File: config.mk
export PLATFORM = sky130hd
export DESIGN_NAME = stereo_sequencer
export DESIGN_NICKNAME = d
export VERILOG_FILES = /design/src/rtl/stereo_sequencer.sv
export SDC_FILE = /design/constraint.sdc
export NUM_CORES = 1
export LEC_CHECK = 0
export BUFFER_PORTS_ARGS = -buffer_cell sky130_fd_sc_hd__buf_4
export CORE_MARGIN = 2
export CORE_UTILIZATION = 50
export DETAILED_ROUTE_END_ITERATION = 10
export MAX_ROUTING_LAYER = met4
export PLACE_DENSITY = 0.82
export SYNTH_ARGS = -nofsm -noshare
export SYNTH_HDL_FRONTEND = slang
export SYNTH_SLANG_ARGS = --single-unit
File: constraint.sdc
create_clock -name clk -period 4.78 [get_ports clk]
set_input_delay 0.956 -clock clk [delete_from_list [all_inputs] [get_ports clk]]
set_output_delay 0.956 -clock clk [all_outputs]
set_load 0.005 [all_outputs]
File: src/rtl/stereo_sequencer.sv
// stereo_sequencer: granule-level controller for the MP3 stereo-processing stage.
//
// On an accepted start it latches the granule side info, streams SAMPLES
// (ch1, ch2, is_pos) triples from the requantizer buffers into the stereo unit
// and writes the stereo results back in order. At most MAX_INFLIGHT pairs are
// outstanding between read issue and stereo dout_v; done pulses for one cycle
// after the final write-back.
//
// Ports
//   clk, rst                 clock; synchronous active-low reset
//   start, gr_in, cfg_*      granule start pulse, granule index and side info
//   rd_en, rd_addr           read strobe/address to the sample and is_pos buffers
//   rd_ch1/rd_ch2/rd_is_pos  buffer data, valid RD_LATENCY cycles after rd_en
//   st_cfg_*, st_gr          latched side info to stereo (stable start..done)
//   st_ch1/st_ch2/st_is_pos  registered pair to stereo, qualified by st_din_v
//   st_dout_v, st_ch*_out    stereo results
//   wr_en, wr_addr, wr_ch*   write-back port to the output buffer
//   busy, done, err          status: RUN/DRAIN, end-of-granule pulse, sticky error
module stereo_sequencer #(
  parameter int unsigned SAMPLES      = 576,
  parameter int unsigned RD_LATENCY   = 2,
  parameter int unsigned MAX_INFLIGHT = 4,
  parameter int unsigned ADDR_W       = 10
) (
  input  logic              clk,
  input  logic              rst,
  input  logic              start,
  input  logic              gr_in,
  input  logic [1:0]        cfg_mode,
  input  logic [1:0]        cfg_mode_ext,
  input  logic [8:0]        cfg_big_values,
  input  logic              cfg_wsf,
  input  logic [1:0]        cfg_block_type,
  input  logic              cfg_mixed,
  output logic              rd_en,
  output logic [ADDR_W-1:0] rd_addr,
  input  logic [15:0]       rd_ch1,
  input  logic [15:0]       rd_ch2,
  input  logic [9:0]        rd_is_pos,
  output logic [1:0]        st_cfg_mode,
  output logic [1:0]        st_cfg_mode_ext,
  output logic [8:0]        st_cfg_big_values,
  output logic              st_cfg_wsf,
  output logic [1:0]        st_cfg_block_type,
  output logic              st_cfg_mixed,
  output logic              st_gr,
  output logic [15:0]       st_ch1,
  output logic [15:0]       st_ch2,
  output logic [9:0]        st_is_pos,
  output logic              st_din_v,
  input  logic              st_dout_v,
  input  logic [15:0]       st_ch1_out,
  input  logic [15:0]       st_ch2_out,
  output logic              wr_en,
  output logic [ADDR_W-1:0] wr_addr,
  output logic [15:0]       wr_ch1,
  output logic [15:0]       wr_ch2,
  output logic              busy,
  output logic              done,
  output logic              err
);

  // One extra bit so the counters can hold SAMPLES itself even when SAMPLES == 2**ADDR_W.
  localparam int unsigned CntW = ADDR_W + 1;
  localparam logic [CntW-1:0] SamplesC = CntW'(SAMPLES);
  localparam logic [3:0] MaxInflC = 4'(MAX_INFLIGHT);

  localparam logic [1:0] StIdle  = 2'd0;
  localparam logic [1:0] StRun   = 2'd1;
  localparam logic [1:0] StDrain = 2'd2;
  localparam logic [1:0] StDone  = 2'd3;

  logic [1:0]            state_q, state_d;
  logic [CntW-1:0]       issue_cnt_q, issue_cnt_d;
  logic [CntW-1:0]       out_cnt_q, out_cnt_d;
  logic [3:0]            inflight_q, inflight_d;
  logic [RD_LATENCY-1:0] rd_pipe_q, rd_pipe_d;
  logic [RD_LATENCY:0]   rd_pipe_shift;
  logic                  err_q, err_d;

  logic [1:0]  cfg_mode_q, cfg_mode_ext_q, cfg_block_type_q;
  logic [8:0]  cfg_big_values_q;
  logic        cfg_wsf_q, cfg_mixed_q, gr_q;
  logic [15:0] st_ch1_q, st_ch2_q, wr_ch1_q, wr_ch2_q;
  logic [9:0]  st_is_pos_q;
  logic        st_din_v_q, wr_en_q;
  logic [ADDR_W-1:0] wr_addr_q;

  logic start_acc;
  logic accept;
  logic rd_fire;
  logic pipe_emit;

  assign start_acc = (state_q == StIdle) && start;
  assign busy      = (state_q == StRun) || (state_q == StDrain);
  assign done      = (state_q == StDone);

  // Gated on the registered inflight count, so it can never exceed MAX_INFLIGHT.
  assign rd_fire = (state_q == StRun) && (issue_cnt_q < SamplesC) && (inflight_q < MaxInflC);
  assign rd_en   = rd_fire;
  assign rd_addr = rd_fire ? issue_cnt_q[ADDR_W-1:0] : '0;

  // A result is only legal while a pair is actually outstanding.
  assign accept = st_dout_v && busy && (inflight_q != 4'd0);

  assign rd_pipe_shift = {rd_pipe_q, rd_fire};
  assign rd_pipe_d     = rd_pipe_shift[RD_LATENCY-1:0];
  assign pipe_emit     = rd_pipe_q[RD_LATENCY-1];

  always_comb begin
    state_d = state_q;
    case (state_q)
      StIdle:  if (start) state_d = StRun;
      StRun:   if (issue_cnt_q == SamplesC) state_d = StDrain;
      StDrain: if (out_cnt_q == SamplesC) state_d = StDone;
      StDone:  state_d = StIdle;
      default: state_d = StIdle;
    endcase
  end

  always_comb begin
    issue_cnt_d = issue_cnt_q;
    out_cnt_d   = out_cnt_q;
    inflight_d  = inflight_q;
    if (start_acc) begin
      issue_cnt_d = '0;
      out_cnt_d   = '0;
      inflight_d  = '0;
    end else begin
      if (rd_fire) issue_cnt_d = issue_cnt_q + CntW'(1);
      if (accept)  out_cnt_d   = out_cnt_q + CntW'(1);
      if (rd_fire && !accept)      inflight_d = inflight_q + 4'd1;
      else if (!rd_fire && accept) inflight_d = inflight_q - 4'd1;
    end
    err_d = err_q | (st_dout_v && !accept);
  end

  always_ff @(posedge clk) begin
    if (!rst) begin
      state_q          <= StIdle;
      issue_cnt_q      <= '0;
      out_cnt_q        <= '0;
      inflight_q       <= '0;
      rd_pipe_q        <= '0;
      err_q            <= 1'b0;
      cfg_mode_q       <= '0;
      cfg_mode_ext_q   <= '0;
      cfg_big_values_q <= '0;
      cfg_wsf_q        <= 1'b0;
      cfg_block_type_q <= '0;
      cfg_mixed_q      <= 1'b0;
      gr_q             <= 1'b0;
      st_ch1_q         <= '0;
      st_ch2_q         <= '0;
      st_is_pos_q      <= '0;
      st_din_v_q       <= 1'b0;
      wr_en_q          <= 1'b0;
      wr_addr_q        <= '0;
      wr_ch1_q         <= '0;
      wr_ch2_q         <= '0;
    end else begin
      state_q     <= state_d;
      issue_cnt_q <= issue_cnt_d;
      out_cnt_q   <= out_cnt_d;
      inflight_q  <= inflight_d;
      rd_pipe_q   <= rd_pipe_d;
      err_q       <= err_d;
      if (start_acc) begin
        cfg_mode_q       <= cfg_mode;
        cfg_mode_ext_q   <= cfg_mode_ext;
        cfg_big_values_q <= cfg_big_values;
        cfg_wsf_q        <= cfg_wsf;
        cfg_block_type_q <= cfg_block_type;
        cfg_mixed_q      <= cfg_mixed;
        gr_q             <= gr_in;
      end
      // Buffer data is valid in the cycle the delayed strobe emerges; capture it here.
      st_din_v_q <= pipe_emit;
      if (pipe_emit) begin
        st_ch1_q    <= rd_ch1;
        st_ch2_q    <= rd_ch2;
        st_is_pos_q <= rd_is_pos;
      end
      wr_en_q <= accept;
      if (accept) begin
        wr_addr_q <= out_cnt_q[ADDR_W-1:0];
        wr_ch1_q  <= st_ch1_out;
        wr_ch2_q  <= st_ch2_out;
      end
    end
  end

  assign st_cfg_mode       = cfg_mode_q;
  assign st_cfg_mode_ext   = cfg_mode_ext_q;
  assign st_cfg_big_values = cfg_big_values_q;
  assign st_cfg_wsf        = cfg_wsf_q;
  assign st_cfg_block_type = cfg_block_type_q;
  assign st_cfg_mixed      = cfg_mixed_q;
  assign st_gr             = gr_q;
  assign st_ch1            = st_ch1_q;
  assign st_ch2            = st_ch2_q;
  assign st_is_pos         = st_is_pos_q;
  assign st_din_v          = st_din_v_q;
  assign wr_en             = wr_en_q;
  assign wr_addr           = wr_addr_q;
  assign wr_ch1            = wr_ch1_q;
  assign wr_ch2            = wr_ch2_q;
  assign err               = err_q;

endmodule

# Word-level counts from Yosys, hierarchy flattened
# Cells that the tools add are included.
[totals] regBits=135 inputBits=96 output_inout_bits=118 wordCells=60
[classes] add_sub_neg=4 magnitude_cmp=2 n_eq_ne=8 muxes=7 bitwise=2 reduce_logical=16
[ops] cell="$add 11x1->11 const B" n=2
[ops] cell="$eq 11x10->1 const B" n=2
[ops] cell="$lt 11x10->1 const B" n=1
[ops] cell="$mux 10" n=1
[ops] cell="$logic_and 1x1->1" n=8
[ops] cell="$mux 4" n=2
[ops] cell="$pmux 2 s4" n=1
[ops] cell="$mux 2" n=3
[ops] cell="$add 4x1->4 const B" n=1
[ops] cell="$eq 2x2->1 const B" n=2
[ops] cell="$lt 4x3->1 const B" n=1
[ops] cell="$ne 2x1->1 const B" n=2
[ops] cell="$reduce_bool 4->1" n=1
[ops] cell="$sub 4x1->4 const B" n=1
[ops] cell="$reduce_and 3->1" n=1
[ops] cell="$eq 2x1->1 const B" n=1
[ops] cell="$logic_not 1->1" n=2
[ops] cell="$logic_not 2->1" n=1
[ops] cell="$ne 2x2->1 const B" n=1
[ops] cell="$reduce_bool 2->1" n=1
[ops] cell="$reduce_or 2->1" n=1
[ops] cell="$logic_or 1x1->1" n=1
[ops] cell="$not 1->1" n=1
[ops] cell="$or 1x1->1" n=1

# Longest topological paths before layout
# Gate-level depths: netlist (run 1).
[depth] depth_word=7 ltp_mapped=13

# Worst setup path after synthesis (run 1)
# No wires, ideal clock.
[synth_timing] kind="input port to flip-flop" from="input st_dout_v" to="register inflight_q[3]" t_arrival_ns=3.079 required_time_ns=4.708 slack_ns=1.629 cell_stages=11 path_buffers=1 path_cell_list="nand2_1 -> nor2_1 -> inv_2 -> buf_2 -> ha_1 -> inv_1 -> ha_1 -> a21o_1 -> a21oi_1 -> mux2i_1 -> mux2i_1"
[synth_via] elab_chain_len=5
[synth_rtl] item="start, declared" line_no="51" text="input logic st_dout_v,"
[synth_rtl] item="$logic_and 1x1->1 (*) (2 in series)" line_no="104" text="assign accept = st_dout_v && busy && (inflight_q != 4'd0);"
[synth_rtl] item="$logic_not 1->1" line_no="132" text="if (rd_fire && !accept) inflight_d = inflight_q + 4'd1;"
[synth_rtl] item="$logic_and 1x1->1" line_no="132"
[synth_rtl] item="$mux 4 or $reduce_bool 2->1 (tied branches)"
[synth_rtl] item="end signal, assigned" line_no="165" text="inflight_q <= inflight_d;"
[synth_rtl] item="end, declared" line_no="76" text="logic [3:0] inflight_q, inflight_d;"
# Mark *: on every way between the ends. The rest lies on a longest branch, timed or not.
# A chain may end at the register's enable or synchronous reset.

# Final worst setup path (run 1)
[layout_timing] from="register state_q[0]" to="register inflight_q[3]"
[layout_via] elab_chain_len=7
[layout_rtl] item="start, declared" line_no="73" text="logic [1:0] state_q, state_d;"
[layout_rtl] item="start signal, assigned" line_no="140" text="state_q <= StIdle;"
[layout_rtl] item="start signal, assigned" line_no="162" text="state_q <= state_d;"
[layout_rtl] item="$eq 2x1->1 or $eq 2x2->1 (tied branches)" line_no="95, 99"
[layout_rtl] item="$logic_or 1x1->1" line_no="95" text="assign busy = (state_q == StRun) || (state_q == StDrain);"
[layout_rtl] item="$logic_and 1x1->1 (2 in series)" line_no="104"
[layout_rtl] item="$logic_not 1->1" line_no="132"
[layout_rtl] item="$logic_and 1x1->1" line_no="132"
[layout_rtl] item="$mux 4 or $reduce_bool 2->1 (tied branches)"
# Parallel ways exist; a longest one is shown, timed or not.

==> results of run 1 <==
[report_power, final]
group	internal (W)	switching [W]	leakage, nW	total [W]
sequential	0.00126	0.0000903	1.09	0.00135
combinational	0.000422	0.000465	1.84	0.000887
clock	0.000860	0.000478	0.291	0.00134
[sequential cells by signal (all words and copies together) (netlist names)]
name,flops
wr_addr,10
st_cfg_wsf,1
wr_ch2,16
st_ch1,16
state_q,2
st_gr,1
st_ch2,16
issue_cnt_q,11
st_cfg_block_type,2
err,1
st_cfg_mode,2
rd_pipe_q,2
inflight_q,4
st_cfg_mixed,1
st_cfg_big_values,9
out_cnt_q,11
wr_en,1
st_cfg_mode_ext,2
st_is_pos,10
st_din_v,1
wr_ch1,16
[cells in the final DEF, fill, tap and decap left out, types with 6 or more instances in the layout]
master       n
nand2_1    134
nor2_1      21
nand3_1      7
dfxtp_1    134
xnor2_1      7
a21boi_0    60
buf_4      218
nor2b_1     43
ha_1        12
and2_1       6
a21oi_1     10
and3_1      11
clkbuf_16   16
inv_1       12
xor2_1       7
mux2i_1     47
[worst min path at each step]
stage	to	slack [ps]
after floorplan	rd_pipe_q[1]$_SDFF_PN0_	410
after global placement	rd_pipe_q[1]$_SDFF_PN0_	410
after detailed placement	rd_pipe_q[1]$_SDFF_PN0_	420
after CTS	rd_pipe_q[1]$_SDFF_PN0_	440
after global routing	rd_pipe_q[1]$_SDFF_PN0_	450
final	rd_pipe_q[1]$_SDFF_PN0_	440
[logic make-up (layout without fill, tap and decap cells)]
group | count (synthesis) | after routing
AO/OA/AOI/OAI | 83 | 83
multiplexers | 47 | 47
flip-flops | 135 | 135
AND/OR/NAND/NOR | 250 | 250
adder cells (fa/ha/maj) | 13 | 13
buffers and inverters | 48 | 262
XOR/XNOR | 14 | 14
[critical path, cell delays in order, from the launching register on]
cell     delay [ps]
dfxtp_1         380
inv_1           110
ha_1            340
nand2_1         170
nor2_4          140
buf_4           420
inv_2            70
ha_1            230
inv_1           140
ha_1            260
a21o_1          170
a21oi_1         160
mux2i_1         230
mux2i_1         190
[metrics by stage]
step                      worst slack [ps]  power, W
final                                 1710   0.00357
after CTS                             1700   0.00360
after global placement                1560   0.00222
after detailed placement              1480   0.00226
after global routing                  1470   0.00377
after floorplan                       1630   0.00188
[layer usage]
metal	part of all wire [%]	up-vias	GRT usage (%)
met4	1.6	0	8.06
met2	49	164	40.0
li1	-	2369	-
met1	42	2156	27.0
met5	0	-	-
met3	7.3	20	6.27
[layout make-up]
cell class / count / area (um^2) / share of cell area (%)
inverters: 13 / 48.8 / 0.630
clock inverters: 11 / 175 / 2.26
well taps: 140 / 175 / 2.26
clock buffers: 20 / 435 / 5.62
flip-flops and latches: 135 / 2700 / 34.9
multi-input cells: 407 / 2580 / 33.2
repair buffers: 218 / 1640 / 21.1
==> results_dict.tcl, run 1 <==
set metrics [dict create \
    setup_viol_count_final 0 \
    rsz0062_at_grt "false" \
    cts_hold_buf 0 \
    required_ps 5230 \
    worstSkewPairLatency_ps 520 \
    core-area_mm2 0.0107 \
    cts_sinks 135 \
    grt_pass1_wl_um 21200 \
    p_leak_nw 3.23 \
    synth.cell_area_mm2 0.00546 \
    firstDrtPassIters 4 \
    synth-seq-cells 135 \
    post-route-util_pct 72.1 \
    crit_path_max_fanout 46 \
    cts_buffer_depth 2 \
    n_fill_cell 808 \
    synth.distinct_cells 38 \
    holdWs_ps 436 \
    stdcell_count 944 \
    synth_fa_ha_area_share_pct 3.12 \
    rr_worst_depth 13 \
    avgSynthCellArea_um2 9.25 \
    finalHoldViolCount 0 \
    numCtsBuffers 17 \
    dpl.cell_count 913 \
    drive_gt1_share_pct 31.5 \
    synth_common_cells "dfxtp_1, nand2_1, a21boi_0" \
    wirelength_um 13400 \
    h-tree-depth 4 \
    fmax_mhz 325 \
    die_y_um 108 \
    outcome "complete, no violations" \
    row_count 38 \
    arrival_ps 3520 \
    synthSimpleGateAreaFrac_pct 22.1 \
    synthArstFlopShare_pct 0 \
    start_util_pct 50.8 \
    grt_max_degree 115 \
    grt_usage_pct 23.6 \
    worstSetupEndpoint "inflight_q[3]$_SDFFE_PP0P_" \
    synth_compound_area_share_pct 11.0 \
    cts_setup_buffers 0 \
    hp-start "rd_pipe_q[0]$_SDFF_PN0_" \
    ant_nets 0 \
    worstHoldPathCells 1 \
    cts-root-buf "clkbuf_8" \
    reg2reg_to "inflight_q[3]$_SDFFE_PP0P_" \
    finalMaxSlewViolations 0 \
    drc_errors 0 \
    synth_edf_count 0 \
    cts-resized-gates 0 \
    synthXorXnorAreaFrac_pct 2.25 \
    place_area_mm2 0.00714 \
    startpoint "state_q[0]$_SDFFE_PN0P_" \
    timing.final.crit_share_pct 64.3 \
    maxCapViolations 0 \
    ys_warn_count 0 \
    wl_per_cell_um 14.1 \
    nets 901 \
    synth.most_common_cell "dfxtp_1" \
    cts_tree "built" \
    worstSetupEndpointType "register" \
    synthCells 590 \
    dieArea_mm2 0.0118 \
    drt-initial-drc-count 207 \
    rrSetupSlack_ps 1710 \
    tightest_slew_ps 875 \
    pin_count 214 \
    die_w_um 108 \
    area_growth_syn_to_layout_pct 42.1 \
    min_path_type "register to register" \
    fin_skew_ps 7.49 \
    ir_drop_mv 0.276 \
    synth_largest_area_cell "dfxtp_1" \
    synth_top_area_share_pct 49.5 \
    finalSetupTns_ps 0 \
    gp_routability_congestion 0.875 \
    hpwl_um 9470 \
    synth_nets 699 \
    grt_antenna_before_repair 0 \
    port_buffers 213 \
    antenna_cells 0 \
    min_period_ps 3070 \
    ys.flop_type "dfxtp_1" \
    grt_pass1_vias 4503 \
    viasPerCell 4.99 \
    final_area_mm2 0.00775 \
    reg2reg_from "state_q[0]$_SDFFE_PN0P_" \
    synth_top_family_by_area "simple AND/OR/NAND/NOR gates" \
    grt.overflow.total 0 \
    crit_type "register to register" \
    synth_area_leaders "dfxtp_1, nand2_1, mux2i_1, a21boi_0, nor2b_1" \
    powerDensity_mw_per_mm2 461 \
    start_kind "register" \
    vias 4709 \
    cts.clk_slew.worst_paths_ps 60 \
    synth_seq_area_share_pct 49.5 \
    muxShareOfSynthArea_pct 8.62 \
    slew_headroom_pct 41.7 \
]
Note: power is estimated with default switching activity, not from simulation.
==> run 2: changes to the inputs <==
CORE_UTILIZATION = 44   (was 50)
PLACE_DENSITY = 0.76   (was 0.82)
clock period = 2.5 ns   (was 4.78 ns; I/O delays follow)
==> run 2 against run 1 <==
Final area grew 1.2%; die area is 13% higher; sequential power up 93%; flip-flop and latch count did not move; clock-buffer cell count rose by 4; critical endpoint unchanged; largest power group unchanged.
==> results_dict.tcl, run 2 (synthesis gave the netlist of run 1 again) <==
set metrics [dict create \
    finalMaxSlewViolations 0 \
    cts.clk_slew.worst_paths_ps 50 \
    dieArea_mm2 0.0133 \
    grt_usage_pct 21.0 \
    timing.final.crit_share_pct 93.5 \
    maxCapViolations 0 \
    h-tree-depth 4 \
    worstHoldPathCells 3 \
    cp_top_family "adder cells" \
    rrSetupSlack_ps 160 \
    critical_path_buf_inv_count 3 \
    grt_antenna_before_repair 1 \
    cts_hold_buf 0 \
    swShare_pct 28.7 \
    crit_path_max_fanout 6 \
    viasPerCell 4.77 \
    path_common_cell "inv_2" \
    rsz0062_at_grt "false" \
    reg2reg_to "inflight_q[3]$_SDFFE_PP0P_" \
    grt_pass1_wl_um 21400 \
    p_leak_nw 3.24 \
    pin_count 214 \
    tightest_slew_ps 795 \
    grt_pass1_vias 4564 \
    port_buffers 213 \
    worstSkewPairLatency_ps 410 \
    finalHoldViolCount 0 \
    slew_headroom_pct 46.8 \
    seqPwrFrac_pct 38.1 \
    combinationalPowerShare_pct 27.8 \
    fmax_mhz 428 \
    outcome "complete, no violations" \
    grt_max_degree 71 \
    hp-start "cfg_mode[0]" \
    drc_errors 0 \
    mostFrequentLayoutCell "buf_4" \
    holdWs_ps 349 \
    crit_type "register to register" \
    fin_skew_ps 3.30 \
    hold-path-endpoint "st_cfg_mode[0]$_SDFFE_PN0P_" \
    finalSetupTns_ps 0 \
    min_path_type "input pin to register" \
    arrival_ps 2670 \
    setup_viol_count_final 0 \
    max_stage_delay_ps 390 \
    pre_cts_slack_ps 89.0 \
    dpl.cell_count 946 \
    die_w_um 115 \
    min_period_ps 2340 \
    nets 908 \
    setup_slack_ps 163 \
    clock_power_share_pct 34.1 \
    required_ps 2830 \
    area_growth_syn_to_layout_pct 43.8 \
    firstDrtPassIters 4 \
    cp_num_cells 12 \
    vias 4659 \
    ir_drop_mv 0.525 \
    internal_power_w 0.00486 \
    gp_routability_congestion 0.850 \
    reg2reg_from "state_q[0]$_SDFFE_PN0P_" \
    hpwl_um 9850 \
    row_count 40 \
    stdcell_count 977 \
    most-common-layout-cells "buf_4, nand2_1, dfxtp_1, a21boi_0, mux2i_1" \
    start_kind "register" \
    ant_nets 0 \
    switchingPower_w 0.00196 \
    critPathSlowestCell "dfxtp_2" \
    grt.overflow.total 0 \
    worstSetupEndpointType "register" \
    cts_tree "built" \
    powerDensity_mw_per_mm2 870 \
    core-area_mm2 0.0121 \
    drive_gt1_share_pct 32.9 \
    rr_worst_depth 12 \
    cts_sinks 135 \
    wl_per_cell_um 14.0 \
    wirelength_um 13600 \
    cts-root-buf "clkbuf_16" \
    numCtsBuffers 17 \
    crit_chain "inv_2 > ha_4 > nand2_2 > nor2_4 > inv_2 > ha_4 > inv_2 > ha_1 > a21o_1 > a21oi_2 > mux2i_1 > mux2i_1" \
    start_util_pct 45.2 \
    die_y_um 115 \
    cts_buffer_depth 2 \
    drt-initial-drc-count 257 \
]
run 2: power by group through the flow:
stage	registers (W)	clock network [W]	logic [W]
2_1_floorplan	0.00263	0	0.00107
3_3_place_gp	0.00262	0	0.00179
3_5_place_dp	0.00264	0	0.00185
4_1_cts	0.00260	0.00238	0.00186
5_1_grt	0.00264	0.00247	0.00210
6_report	0.00260	0.00233	0.00189
run 2: what timing repair did:
action,in CTS,in global routing
gates resized for setup,0,5
buffers inserted,0,2
setup endpoints to repair,0,1
run 2: routing by layer:
metal  global-route usage (%)  up-vias  routed length (um)
met5                        -        -                   0
met4                     7.87        0                 259
met3                     7.06       19                1200
met2                     33.9      188                6210
met1                     24.2     2084                5970
li1                         -     2368                   -
run 2: worst max-delay path by stage:
stage,startpoint,to,slack (ps)
after global placement,state_q[1]$_SDFFE_PN0P_,inflight_q[3]$_SDFFE_PP0P_,240
after detailed placement,state_q[1]$_SDFFE_PN0P_,inflight_q[3]$_SDFFE_PP0P_,90
after floorplan,state_q[0]$_SDFFE_PN0P_,inflight_q[3]$_SDFFE_PP0P_,20
after CTS,state_q[1]$_SDFFE_PN0P_,inflight_q[3]$_SDFFE_PP0P_,80
after global routing,state_q[0]$_SDFFE_PN0P_,inflight_q[3]$_SDFFE_PP0P_,3
final,state_q[0]$_SDFFE_PN0P_,inflight_q[3]$_SDFFE_PP0P_,160
run 2: through the flow:
stage | util [%] | cell area [um^2] | power (W)
2_1_floorplan | - | 5510 | 0.00370
3_3_place_gp | 60.2 | 7260 | 0.00441
3_5_place_dp | 60.2 | 7260 | 0.00449
4_1_cts | 64.7 | 7800 | 0.00684
5_1_grt | 65.0 | 7840 | 0.00721
6_report | 65.0 | 7840 | 0.00682
run 2: layout make-up:
| type | instances | area, um^2 |
|---|---|---|
| multi-input combinational | 407 | 2640 |
| fill | 963 | 4220 |
| timing repair buffer | 225 | 1690 |
| antenna | 1 | 2.50 |
| tap | 168 | 210 |
| clock inverter | 4 | 72.6 |
| clock buffer | 24 | 472 |
| inverter | 13 | 48.8 |
| sequential | 135 | 2710 |
run 2: tightest hold or removal path, cell delays in order:
cell and delay (ps):
buf_4 110, nand2_1 40, a21boi_0 60
